## src/rtl/load_store_unit.sv

```systemverilog
// Load/store unit: accepts one memory operation from execute, drives a
// single-beat bus transaction with byte lanes, and returns an extended load result.
module load_store_unit #(
  parameter int unsigned TIMEOUT_CYCLES = 16
) (
  input  logic        clk,
  input  logic        rst_n,
  input  logic        req_valid,
  input  logic        is_load,
  input  logic        is_store,
  input  logic [2:0]  LoadSrc,
  input  logic [1:0]  StoreSrc,
  input  logic [31:0] addr,
  input  logic [31:0] wdata,
  output logic        busy,
  output logic        done,
  output logic        err,
  output logic [31:0] rdata,
  output logic        mem_req,
  output logic        mem_we,
  output logic [31:0] mem_addr,
  output logic [3:0]  mem_be,
  output logic [31:0] mem_wdata,
  input  logic [31:0] mem_rdata,
  input  logic        mem_ack
);

  typedef enum logic [1:0] {IDLE, REQ, DONE} state_t;
  typedef enum logic [1:0] {SZ_BYTE, SZ_HALF, SZ_WORD} size_t;

  localparam int CW = (TIMEOUT_CYCLES > 1) ? $clog2(TIMEOUT_CYCLES + 1) : 1;

  state_t         state, state_nx;
  size_t          req_size, op_size;
  logic           req_unsigned, req_code_ok, req_aligned, req_legal;
  logic [3:0]     req_be;
  logic [31:0]    req_wdata;
  logic           op_load, op_unsigned, err_q;
  logic [1:0]     op_off;
  logic [CW-1:0]  cnt, cnt_inc;
  logic           tmo_hit;
  logic [7:0]     ld_byte;
  logic [15:0]    ld_half;
  logic [31:0]    load_data;

  // Request decode: width, signedness, legality and lane placement.
  // NOTE: every variable gets a default before the case so no path leaves it
  // unassigned; otherwise synthesis infers a latch.
  always_comb begin
    req_size     = SZ_WORD;
    req_unsigned = 1'b0;
    req_code_ok  = 1'b0;
    if (is_load && !is_store) begin
      case (LoadSrc)
        3'b000: begin req_size = SZ_BYTE; req_code_ok = 1'b1; end
        3'b001: begin req_size = SZ_HALF; req_code_ok = 1'b1; end
        3'b010: begin req_size = SZ_WORD; req_code_ok = 1'b1; end
        3'b100: begin req_size = SZ_BYTE; req_code_ok = 1'b1; req_unsigned = 1'b1; end
        3'b101: begin req_size = SZ_HALF; req_code_ok = 1'b1; req_unsigned = 1'b1; end
        default: req_code_ok = 1'b0;
      endcase
    end else if (is_store && !is_load) begin
      case (StoreSrc)
        2'b00:   begin req_size = SZ_WORD; req_code_ok = 1'b1; end
        2'b01:   begin req_size = SZ_HALF; req_code_ok = 1'b1; end
        2'b10:   begin req_size = SZ_BYTE; req_code_ok = 1'b1; end
        default: req_code_ok = 1'b0;
      endcase
    end

    case (req_size)
      SZ_BYTE: begin
        req_aligned = 1'b1;
        req_be      = 4'b0001 << addr[1:0];
        req_wdata   = {4{wdata[7:0]}};
      end
      SZ_HALF: begin
        req_aligned = !addr[0];
        req_be      = 4'b0011 << addr[1:0];
        req_wdata   = {2{wdata[15:0]}};
      end
      default: begin
        req_aligned = (addr[1:0] == 2'b00);
        req_be      = 4'b1111;
        req_wdata   = wdata;
      end
    endcase
    req_legal = req_code_ok && req_aligned;
  end

  // Lane extraction for the returned load data.
  always_comb begin
    case (op_off)
      2'd0:    ld_byte = mem_rdata[7:0];
      2'd1:    ld_byte = mem_rdata[15:8];
      2'd2:    ld_byte = mem_rdata[23:16];
      default: ld_byte = mem_rdata[31:24];
    endcase
    ld_half = op_off[1] ? mem_rdata[31:16] : mem_rdata[15:0];
    case (op_size)
      SZ_BYTE: load_data = op_unsigned ? {24'h0, ld_byte} : {{24{ld_byte[7]}}, ld_byte};
      SZ_HALF: load_data = op_unsigned ? {16'h0, ld_half} : {{16{ld_half[15]}}, ld_half};
      default: load_data = mem_rdata;
    endcase
  end

  // An ack in the final cycle beats the timeout because mem_ack gates tmo_hit.
  assign cnt_inc = cnt + CW'(1);
  assign tmo_hit = (TIMEOUT_CYCLES != 0) && (state == REQ) && !mem_ack &&
                   (cnt_inc == CW'(TIMEOUT_CYCLES));

  always_comb begin
    state_nx = state;
    case (state)
      IDLE:    if (req_valid) state_nx = req_legal ? REQ : DONE;
      REQ:     if (mem_ack || tmo_hit) state_nx = DONE;
      DONE:    state_nx = IDLE;
      default: state_nx = IDLE;
    endcase
  end

  // NOTE: clocked state uses non-blocking assignments so every register
  // samples pre-edge values regardless of statement order.
  always_ff @(posedge clk or negedge rst_n) begin
    if (!rst_n) state <= IDLE;
    else        state <= state_nx;
  end

  always_ff @(posedge clk or negedge rst_n) begin
    if (!rst_n) begin
      op_load     <= 1'b0;
      op_size     <= SZ_WORD;
      op_unsigned <= 1'b0;
      op_off      <= 2'b00;
      err_q       <= 1'b0;
      cnt         <= '0;
      rdata       <= 32'h0;
      mem_req     <= 1'b0;
      mem_we      <= 1'b0;
      mem_addr    <= 32'h0;
      mem_be      <= 4'h0;
      mem_wdata   <= 32'h0;
    end else begin
      case (state)
        IDLE: if (req_valid) begin
          op_load     <= is_load;
          op_size     <= req_size;
          op_unsigned <= req_unsigned;
          op_off      <= addr[1:0];
          err_q       <= !req_legal;
          cnt         <= '0;
          if (req_legal) begin
            mem_req   <= 1'b1;
            mem_we    <= is_store;
            mem_addr  <= {addr[31:2], 2'b00};
            mem_be    <= req_be;
            mem_wdata <= req_wdata;
          end
        end
        REQ: begin
          if (mem_ack) begin
            mem_req <= 1'b0;
            mem_we  <= 1'b0;
            if (op_load) rdata <= load_data;
          end else if (tmo_hit) begin
            mem_req <= 1'b0;
            mem_we  <= 1'b0;
            err_q   <= 1'b1;
          end else begin
            cnt <= cnt_inc;
          end
        end
        default: ;
      endcase
    end
  end

  assign busy = (state != IDLE);
  assign done = (state == DONE);
  assign err  = done && err_q;

endmodule
```

## config.mk

```make
export PLATFORM = sky130hd
export DESIGN_NAME = load_store_unit
export DESIGN_NICKNAME = d
export VERILOG_FILES = /design/src/rtl/load_store_unit.sv
export SDC_FILE = /design/constraint.sdc
export NUM_CORES = 1
export LEC_CHECK = 0
export BUFFER_PORTS_ARGS = -buffer_cell sky130_fd_sc_hd__buf_2
export CAP_MARGIN = 10
export CELL_PAD_IN_SITES_DETAIL_PLACEMENT = 2
export CELL_PAD_IN_SITES_GLOBAL_PLACEMENT = 2
export CORE_MARGIN = 3
export CORE_UTILIZATION = 26
export CTS_CLUSTER_DIAMETER = 200
export DETAILED_ROUTE_END_ITERATION = 10
export PLACE_DENSITY_LB_ADDON = 0.3
export REMOVE_ABC_BUFFERS = 1
export SYNTH_ARGS = -nofsm -noshare
export SYNTH_HDL_FRONTEND = slang
export SYNTH_SLANG_ARGS = --single-unit
```

## constraint.sdc

```tcl
create_clock -name clk -period 1.85 [get_ports clk]
set_input_delay 0.0925 -clock clk [delete_from_list [all_inputs] [get_ports clk]]
set_output_delay 0.0925 -clock clk [all_outputs]
set_load 0.05 [all_outputs]
```

==> metrics.txt, run 1 <==
status completed; CTS Buf Count 17; GRT Util Overall 19.51%; top cells by area, synth dfrtp_1 52%, mux2_2 11%, mux2i_1 5.7%; pre-CTS setup slack -0.2864 ns; Worst Setup Slack, final ~0.064 ns; drt pass-1 iters 4; ant diodes 0; Max Fclk 560.0 MHz; largest fanout on the critical path 3; Post-Syn Area 5424 um2; final hold vios 0; # fillers 2,150; Sink Count 114; Routed Antenna Nets 0; Worst-path clk slew 0.06 ns; Yosys top cell by area dfrtp_1; YS warnings 0; final worst path period share between 90% and 100%; Cell variety after synth 53; worst hold path depth 3; Cell Rows 52; Post-DP Area approximately 7000 um2; critical path class register to register; Slew @ Worst Pin between 0.6 and 0.7 ns; layout cells sized above 1 a little over two fifths; Nets 926; Arr. time, crit path 2.08 ns; clk buf depth 2; Critical Path End Type register; Clock Latency Late Sink just over 0.4 ns; IO Pins about 210; WL/cell 19.88 um; CP startpoint kind register; H-Tree Depth 4; worst-case reg-to-reg path depth 5; Mapped Cells about 510; top-area cell type share of the netlist area 52.13%; minimum clock period approximately 1.8 ns; CP required 2.14 ns; CTS tree done; I/O Buffers 209; first-pass GRT wire length 34,120 um; initial drt markers ~120; initial core utilization 26.63%; GRT overflow 0; Post-Layout Cell Count 1,097; die area 22,630 um2; DRC Markers 0; Main synth FF type dfrtp_1; Final Setup Violations 0; pwr/cell area 1677 nW/um2; Slew HR 53.55%; Max Transition Viols Final 0; Setup TNS 0 ns; register area share after synthesis 52.62%; gpl congestion 0.7986; CTS root buf clkbuf_16; Core Box Area 20,360 um2; Clock Skews 0.009163 ns; post-DP HPWL 14,650 um; Hold Path Class input port to register; Lkg Pwr 4.153 nW; register bit total from synthesis about 110; Async S/R FF share, synth between 90% and 100%; DR vias 5,157; cell area after layout 8383 um2; vias in the first global route 6,094; initial antenna violation count 2; DR vias/cell 4.701; Total Power about 0.014 W; Peak VDD IR 0.8488 mV; Synth Area per Inst 10.74 um2; max_cap viols 0; die height roughly 150 um; pin count of the biggest net entering global routing 45; Post-synth EDFFs 0; wirelength, routed around 22,000 um; placed cells 993; area grow syn2layout 54.56%; die extent in x 150.4 um
-- where the power goes --
group	switching, W	total, W	internal [W]
sequential	0.000618	0.00409	0.00347
clock	0.00126	0.00312	0.00185
combinational	0.00504	0.00685	0.00181
total	0.00693	0.0141	0.00713
-- registers in the layout, indices dropped and copies added (netlist names) --
register	flops
cnt	5
op_off	2
op_size	2
mem_be	4
op_load	1
mem_wdata	32
mem_req	1
state	2
op_unsigned	1
mem_we	1
err_q	1
rdata	32
mem_addr	30
-- what timing repair did --
item	CTS	global route
endpoints found under the hold margin	102	0
gates resized for setup	1	13
endpoints found under the setup margin	1	50
hold buffers	72	0
setup buffers	0	1
pin swaps	0	3
-- synth_stat cells, drive strengths merged (2+ instances only) --
cell      n
o22a      3
mux2     53
ha        4
a31oi     2
or3b      3
mux2i    31
dfrtp   113
a211oi    2
clkbuf   15
a21o      3
a21oi    21
and3      2
nor3      3
nor2     29
o21ai    49
nor2b     8
inv      11
xnor2     2
a221oi    5
nand2    77
buf      17
o31a      5
o22ai     9
nand3b    2
a22o      8
nand2b    4
nand3     2
and2      5
a22oi     3
-- path summary, 6_finish.rpt --
| path | start | to | slack, ns |
|---|---|---|---|
| max | state[1] | cnt[4] | 0.06 |
| min | wdata[14] | mem_wdata[14] | 0.01 |
| max reg2reg | state[1] | cnt[4] | 0.06 |
| min reg2reg | mem_wdata[22] | mem_wdata[22] | 0.49 |
| max in group asynchronous | rst_n | op_size[1] | 1.00 |
| min in group asynchronous | rst_n | rdata[17] | 0.19 |
-- layout make-up --
class	instances	area, um2	area share [%]
Multi-Input combinational cell	349	2426	28.94
Clock buffer	17	425.4	5.075
Clock inverter	14	133.9	1.597
Inverter	11	41.29	0.4925
Tap cell	270	337.8	4.030
Timing Repair Buffer	322	2165	25.82
Sequential cell	114	2854	34.04
-- routing by layer --
metal	wire length, um	up-vias	track usage (%)
met5	25	-	0
met2	11110	186	34.51
met4	260	4	5.032
met3	1733	23	6.713
li1	-	2393	-
met1	8674	2551	22.52
-- placed cells by master, fill, tap and decap left out, types with 3 or more instances in the layout --
master / Yosys / layout
buf_2: 11 / 208
dfrtp_1: 113 / 113
nand2_1: 77 / 76
dlygate4sd3_1: 0 / 72
mux2_2: 52 / 51
o21ai_0: 42 / 40
buf_4: 3 / 35
mux2i_1: 31 / 30
nor2_1: 28 / 26
a21oi_1: 21 / 21
clkbuf_16: 0 / 17
inv_1: 11 / 11
o21ai_1: 7 / 9
o22ai_1: 9 / 9
nor2b_1: 8 / 8
a22o_1: 8 / 8
buf_12: 0 / 7
o31a_1: 5 / 5
a221oi_1: 5 / 5
clkinvlp_4: 0 / 5
nand2b_1: 4 / 4
clkinv_4: 0 / 4
and2_1: 5 / 3
a22oi_1: 3 / 3
a21o_1: 3 / 3
o22a_1: 3 / 3
ha_1: 4 / 3
inv_6: 0 / 3
-- cell families after synthesis --
family                     Yosys count  share of synthesized area [%]
other                                1                        0.06914
muxes                               85                          17.21
AOI/OAI and AO/OA                  120                          14.03
adders and majority gates            4                         0.9228
xor gates and xnor gates             2                         0.3230
and+or+nand+nor                    136                          11.10
buffers and inverters               43                          3.737
DFF                                114                          52.62
-- through the flow --
| step | utilization, % | hold WS [ns] |
|---|---|---|
| floorplan | - | -0.2031 |
| global placement | 34.55 | 0.08630 |
| detailed placement | 34.55 | 0.08485 |
| CTS | 40.86 | 0.002412 |
| global route | 41.16 | 0.03117 |
| finish | 41.16 | 0.01145 |
-- worst max-delay path, stage by stage, from the launching register on --
cell and delay [ns]:
dfrtp_1 0.38, or3b_2 0.50, mux2i_4 0.19, and3_4 0.23, nor3_4 0.05, mux2_4 0.31
No activity file was read; power rests on OpenSTA's default activity.
==> inputs of run 2 (changes only) <==
==> constraint.sdc (replaced) <==
create_clock -name clk -period 1.85 [get_ports clk]
set_input_delay 0.0925 -clock clk [delete_from_list [all_inputs] [get_ports clk]]
set_output_delay 0.0925 -clock clk [all_outputs]
set_load 0.02 [all_outputs]
==> metrics.txt, run 2 (same netlist as run 1, synthesis figures left out) <==
Setup TNS 0 ns (unchanged); GRT overflow 0 (unchanged); largest fanout on the critical path 3 (unchanged); pwr/cell area 1409 nW/um2 (was 1677 nW/um2); DR vias/cell 4.753 (was 4.701); area grow syn2layout 54.79% (was 54.56%); CTS tree done (unchanged); Sequential Area 2854 um2 (unchanged); Lkg Pwr 4.164 nW (was 4.153 nW); Internal 0.007036 W (was 0.007134 W); critical path class input port to register (was register to register); drt pass-1 iters 6 (was 4); Logic pwr share 39.2% (was 48.7%); initial antenna violation count 2 (unchanged); die area 22,630 um2 (unchanged); gpl congestion 0.7979 (was 0.7986); crit-path leading delay family simple AND/OR/NAND/NOR gates (unchanged); Max Fclk 556.7 MHz (was 560.0 MHz); DRC Markers 0 (unchanged); Sink Count 114 (unchanged); Cell Rows 52 (unchanged); clk buf depth 2 (unchanged); max_cap viols 0 (unchanged); CP startpoint kind input port (was register); worst-case reg-to-reg path depth 5 (unchanged); Worst-path clk slew 0.06 ns (about the same); crit-path cells buf_2 > inv_1 > ha_1 > or3b_1 > a31oi_2 > o21ai_1 > nor2_4 > buf_4 > mux2_2 (was or3b_2 > mux2i_4 > and3_4 > nor3_4 > mux2_4); Sequential Power Share 34.5% (was 29.1%); Sw Share 40.53% (was 49.26%); first-pass GRT wire length 34,800 um (was 34,120 um); status completed (unchanged); final worst path period share 97.10% (was 96.52%); Peak VDD IR 0.6258 mV (was 0.8488 mV); Clock Latency Late Sink 0.41 ns (about the same); Core Box Area 20,360 um2 (unchanged); H-Tree Depth 4 (unchanged); Slowest cell on crit path or3b_1 (was or3b_2); RSZ-0062 raised after global routing true; DR vias 5,238 (was 5,157); final hold vios 0 (unchanged); CP required 2.15 ns (was 2.14 ns); Hold Path Class input port to register (unchanged); most common cell after layout, fill and taps aside buf_2 (unchanged); initial core utilization 26.63% (unchanged); pin count of the biggest net entering global routing 45 (unchanged); CTS root buf clkbuf_16 (unchanged); die extent in x 150.4 um (unchanged); worst hold path depth 3 (unchanged); I/O Buffers 209 (unchanged); post-DP HPWL 14,700 um (was 14,650 um); layout cells sized above 1 42.12% (was 42.32%); Routed Antenna Nets 0 (unchanged); Max Transition Viols Final 0 (unchanged); Nets 929 (was 926); worst reg2reg setup slack 0.06 ns (about the same); WL/cell 20.15 um (was 19.88 um); CTS Buf Count 17 (unchanged); commonest non-fill, non-tap cells in the layout 208 x buf_2, 113 x dfrtp_1, 76 x nand2_1 (unchanged); Multi-input gate area 2416 um2 (was 2426 um2); worst hold margin 0.01105 ns (was 0.01145 ns); Crit path buffers/inverters 3 (was 0); wirelength, routed 22,200 um (was 21,810 um); Final Setup Violations 0 (unchanged); biggest regs mem_wdata x32, rdata x32, mem_addr x30 (unchanged); Clk pwr share 26.3% (was 22.2%); RR Startpoint state[1] (unchanged); initial drt markers 179 (was 124); reg-to-reg endpoint cnt[4] (unchanged); Slew HR 55.53% (was 53.55%); die height 150.4 um (unchanged); Post-DP Area 7037 um2 (unchanged); beginning of the worst hold path mem_rdata[6] (was wdata[14]); WHS Endpoint rdata[6] (was mem_wdata[14]); Clock Skews 0.008003 ns (was 0.009163 ns); Critical Path End Type register (unchanged); IO Pins 212 (unchanged); Critical Path Max Stage Delay 0.42 ns (was 0.50 ns); minimum clock period 1.796 ns (was 1.786 ns); P_sw 0.004795 W (was 0.006927 W); vias in the first global route 6,185 (was 6,094); Arr. time, crit path 2.10 ns (was 2.08 ns); Slew @ Worst Pin 0.6670 ns (was 0.6967 ns); Worst Setup SP StoreSrc[1] (was state[1]); # fillers 2,109 (was 2,150); cell area after layout 8396 um2 (was 8383 um2); GRT Util Overall 19.91% (was 19.51%)
run 2: cell count changes in the layout (fill, tap and decap cells not counted), moves of 2 or more:
| cell | previous run | this run |
|---|---|---|
| inv_6 | 3 | 8 |
| and2_1 | 3 | 5 |
| clkinvlp_4 | 5 | 3 |
| dlygate4sd3_1 | 72 | 74 |
run 2: per-stage QoR:
stage	setup WS, ns	cells	total power (W)	util (%)
2_1_floorplan	-1.266	474	0.006523	-
4_1_cts	0.02494	1099	0.01180	40.91
5_1_grt	-0.02957	1101	0.01259	41.21
3_3_place_gp	-0.2449	993	0.008272	34.55
6_report	0.05362	1102	0.01183	41.23
3_5_place_dp	-0.2924	993	0.008513	34.55
run 2: how the worst max path moves through the flow:
| stage | slack, ns | to | cells after the start |
|---|---|---|---|
| floorplan | -1.27 | mem_addr[10] | 6 |
| global placement | -0.24 | mem_wdata[30] | 7 |
| detailed placement | -0.29 | mem_wdata[25] | 8 |
| CTS | 0.02 | cnt[4] | 6 |
| global route | -0.03 | cnt[4] | 6 |
| finish | 0.05 | mem_wdata[25] | 9 |
run 2: area by class of cell:
class / instances / share of cell area, %
inverters: 11 / 0.4918
repair buffers: 325 / 26.16
flip-flops and latches: 114 / 33.99
diodes: 1 / 0.02981
clock inverters: 14 / 1.416
well taps: 270 / 4.024
clock buffers: 18 / 5.112
multi-input cells: 349 / 28.78
run 2: worst reg2reg max path, cell delays in order, from the launching register on:
cell	delay (ns)
dfrtp_1	0.37
or3b_2	0.49
mux2i_2	0.22
and3_4	0.25
nor3_4	0.05
mux2_2	0.29
run 2: power groups by stage:
stage / combinational (W) / sequential [W] / clock [W]
5_1_grt: 0.00504 / 0.00423 / 0.00332
3_5_place_dp: 0.00444 / 0.00407 / 0
3_3_place_gp: 0.00429 / 0.00399 / 0
2_1_floorplan: 0.00130 / 0.00522 / 0
4_1_cts: 0.00459 / 0.00405 / 0.00317
6_report: 0.00463 / 0.00409 / 0.00311
run 2: routing by layer:
metal  track usage [%]  wire [um]
met5                 0         21
met4             4.209        212
met3             7.435       1779
met2             35.50      11390
met1             22.75       8801
run 2: what timing repair did:
item,4_1_cts,5_1_grt
hold buffers,74,0
buffers inserted,0,2
pin swaps,0,4
endpoints found under the setup margin,1,25
resized for setup,1,11
hold endpoints to repair,104,0
==> inputs of run 3 (changes only) <==
Settings changed: CORE_UTILIZATION 26 to 32, CTS_CLUSTER_SIZE set to 12.
Clock period 1.85 ns to 2.2 ns, I/O delays scaled along.
==> metrics.txt, run 3 (same netlist as run 1, synthesis figures left out) <==
die extent in x 136.2 um (was 150.4 um); most common cell after layout, fill and taps aside buf_2 (unchanged); Sequential Area 2854 um2 (unchanged); Core Box Area 16,230 um2 (was 20,360 um2); Critical Path End Type register (unchanged); Slew HR 46.77% (was 55.53%); initial drt markers 198 (was 179); commonest non-fill, non-tap cells in the layout 208 x buf_2, 113 x dfrtp_1, 77 x nand2_1 (was 208 x buf_2, 113 x dfrtp_1, 76 x nand2_1); CTS Buf Count 17 (unchanged); CP startpoint kind register (was input port); drt pass-1 iters 4 (was 6); Arr. time, crit path 2.33 ns (was 2.10 ns); Cell Rows 46 (was 52); Core Util, Final 49.85% (was 41.23%); Post-DP Area 6782 um2 (was 7037 um2); die height 136.2 um (was 150.4 um); pre-CTS setup slack -0.01441 ns (was -0.2924 ns); initial core utilization 33.42% (was 26.63%); Final Setup Violations 0 (unchanged); cell area after layout 8090 um2 (was 8396 um2); Setup TNS 0 ns (unchanged); area grow syn2layout 49.16% (was 54.79%); Clock Skews 0.01403 ns (was 0.008003 ns); final hold vios 0 (unchanged); Sink Count 114 (unchanged); die area 18,550 um2 (was 22,630 um2); CTS tree done (unchanged); max_cap viols 0 (unchanged); WL/cell 24.10 um (was 20.15 um); RSZ-0062 raised after global routing false (was true); DRC Markers 0 (unchanged); Hold Path Class input port to register (unchanged); Lkg Pwr 4.071 nW (was 4.164 nW); Peak VDD IR 0.5777 mV (was 0.6258 mV); post-DP HPWL 13,940 um (was 14,700 um); Clock Latency Late Sink 0.43 ns (was 0.41 ns); worst-case reg-to-reg path depth 6 (was 5); final worst path period share around 92%; critical path class register to register (was input port to register); clk buf depth 2 (unchanged); worst hold path depth 3 (unchanged); Max Transition Viols Final 0 (unchanged); I/O Buffers 209 (unchanged); initial antenna violation count 1 (was 2); Nets 895 (was 929); biggest regs mem_wdata x32, rdata x32, mem_addr x30 (unchanged); DR vias/cell 5.180 (was 4.753); gpl congestion 0.7989 (was 0.7979); RR Startpoint cnt[0] (was state[1]); pin count of the biggest net entering global routing 115 (was 45); vias in the first global route 6,257 (was 6,185); minimum clock period 2.034 ns; CTS root buf clkbuf_16 (unchanged); Multi-input gate area 2381 um2 (was 2416 um2); ant diodes 0 (was 1); Worst Setup Slack, final 0.1655 ns (was 0.05362 ns); largest fanout on the critical path 4 (was 3); GRT Util Overall 26.97% (was 19.91%); status completed (unchanged); Max Fclk 491.5 MHz; worst reg2reg setup slack 0.17 ns (was 0.06 ns); wirelength, routed 24,420 um (was 22,200 um); DR vias 5,247 (was 5,238); Slew @ Worst Pin 0.7984 ns (was 0.6670 ns); beginning of the worst hold path mem_rdata[4] (was mem_rdata[6]); Worst-path clk slew 0.05 ns (was 0.06 ns); GRT overflow 0 (unchanged); reg-to-reg endpoint cnt[4] (unchanged); CP required 2.50 ns (was 2.15 ns); # fillers 1,653 (was 2,109); layout cells sized above 1 40.15% (was 42.12%); pwr/cell area 1320 nW/um2 (was 1409 nW/um2); WHS Endpoint rdata[4] (was rdata[6]); first-pass GRT wire length 37,780 um (was 34,800 um); Routed Antenna Nets 0 (unchanged); H-Tree Depth 4 (unchanged); IO Pins 212 (unchanged)
## run 3: cell count changes in the layout (fill, tap and decap cells not counted), sizes merged
cell,before,now
inv,19,11
clkinvlp,3,0
bufinv,0,6
dlygate4sd3,74,62
buf,251,229
clkbuf,18,23
diode,1,0
## run 3: timing repair
action / 4_1_cts / 5_1_grt
resized for setup: 0 / 1
setup endpoints to repair: 0 / 1
buffers inserted: 0 / 0
endpoints found under the hold margin: 174 / 0
hold buffers: 62 / 0
## run 3: per-stage QoR
step	hold slack, ns	std cells	power [W]
after CTS	0.0002455	1013	0.01053
after global placement	0.2522	919	0.006855
final	0.01556	1013	0.01068
after detailed placement	0.2643	919	0.007074
after global routing	0.03865	1013	0.01121
after floorplan	-0.1856	474	0.005486
## run 3: how the worst max path moves through the flow
stage	start	endpoint	slack, ns	depth (start not counted)
floorplan	StoreSrc[1]	mem_addr[10]	-0.93	6
global placement	StoreSrc[0]	mem_wdata[30]	0.07	7
detailed placement	StoreSrc[1]	mem_wdata[31]	-0.01	8
CTS	cnt[0]	cnt[4]	0.16	6
global route	cnt[0]	cnt[4]	0.04	6
finish	cnt[0]	cnt[4]	0.17	6
## run 3: critical path, cell delays in order (launching register included)
cell	delay, ns
dfrtp_1	0.43
ha_1	0.28
xnor2_1	0.14
and3_1	0.21
and3_1	0.19
nor3_1	0.30
mux2_2	0.37
## run 3: cell type report
cell class / count / share of cell area [%]
Clock buffer: 23 / 6.032
Clock inverter: 9 / 2.459
Inverter: 11 / 0.5104
Multi-Input combinational cell: 349 / 29.43
Sequential cell: 114 / 35.28
Tap cell: 216 / 3.341
Timing Repair Buffer: 291 / 22.95
## run 3: per-layer routing
layer  vias to the layer above  part of all wire [%]  track usage (%)
met3                        35                   6.7            8.475
met5                         -                 0.074                0
li1                       2331                     -                -
met4                         2                   1.9            8.063
met2                       196                    52            49.01
met1                      2683                    39            30.13
## run 3: where the power goes
part	internal (W)	switching (W)	total [W]	leakage [nW]
Combinational	0.00144	0.00245	0.00388	2.31
Sequential	0.00292	0.000580	0.00350	1.42
Clock	0.00225	0.00104	0.00329	0.337
Total	0.00660	0.00407	0.0107	4.07
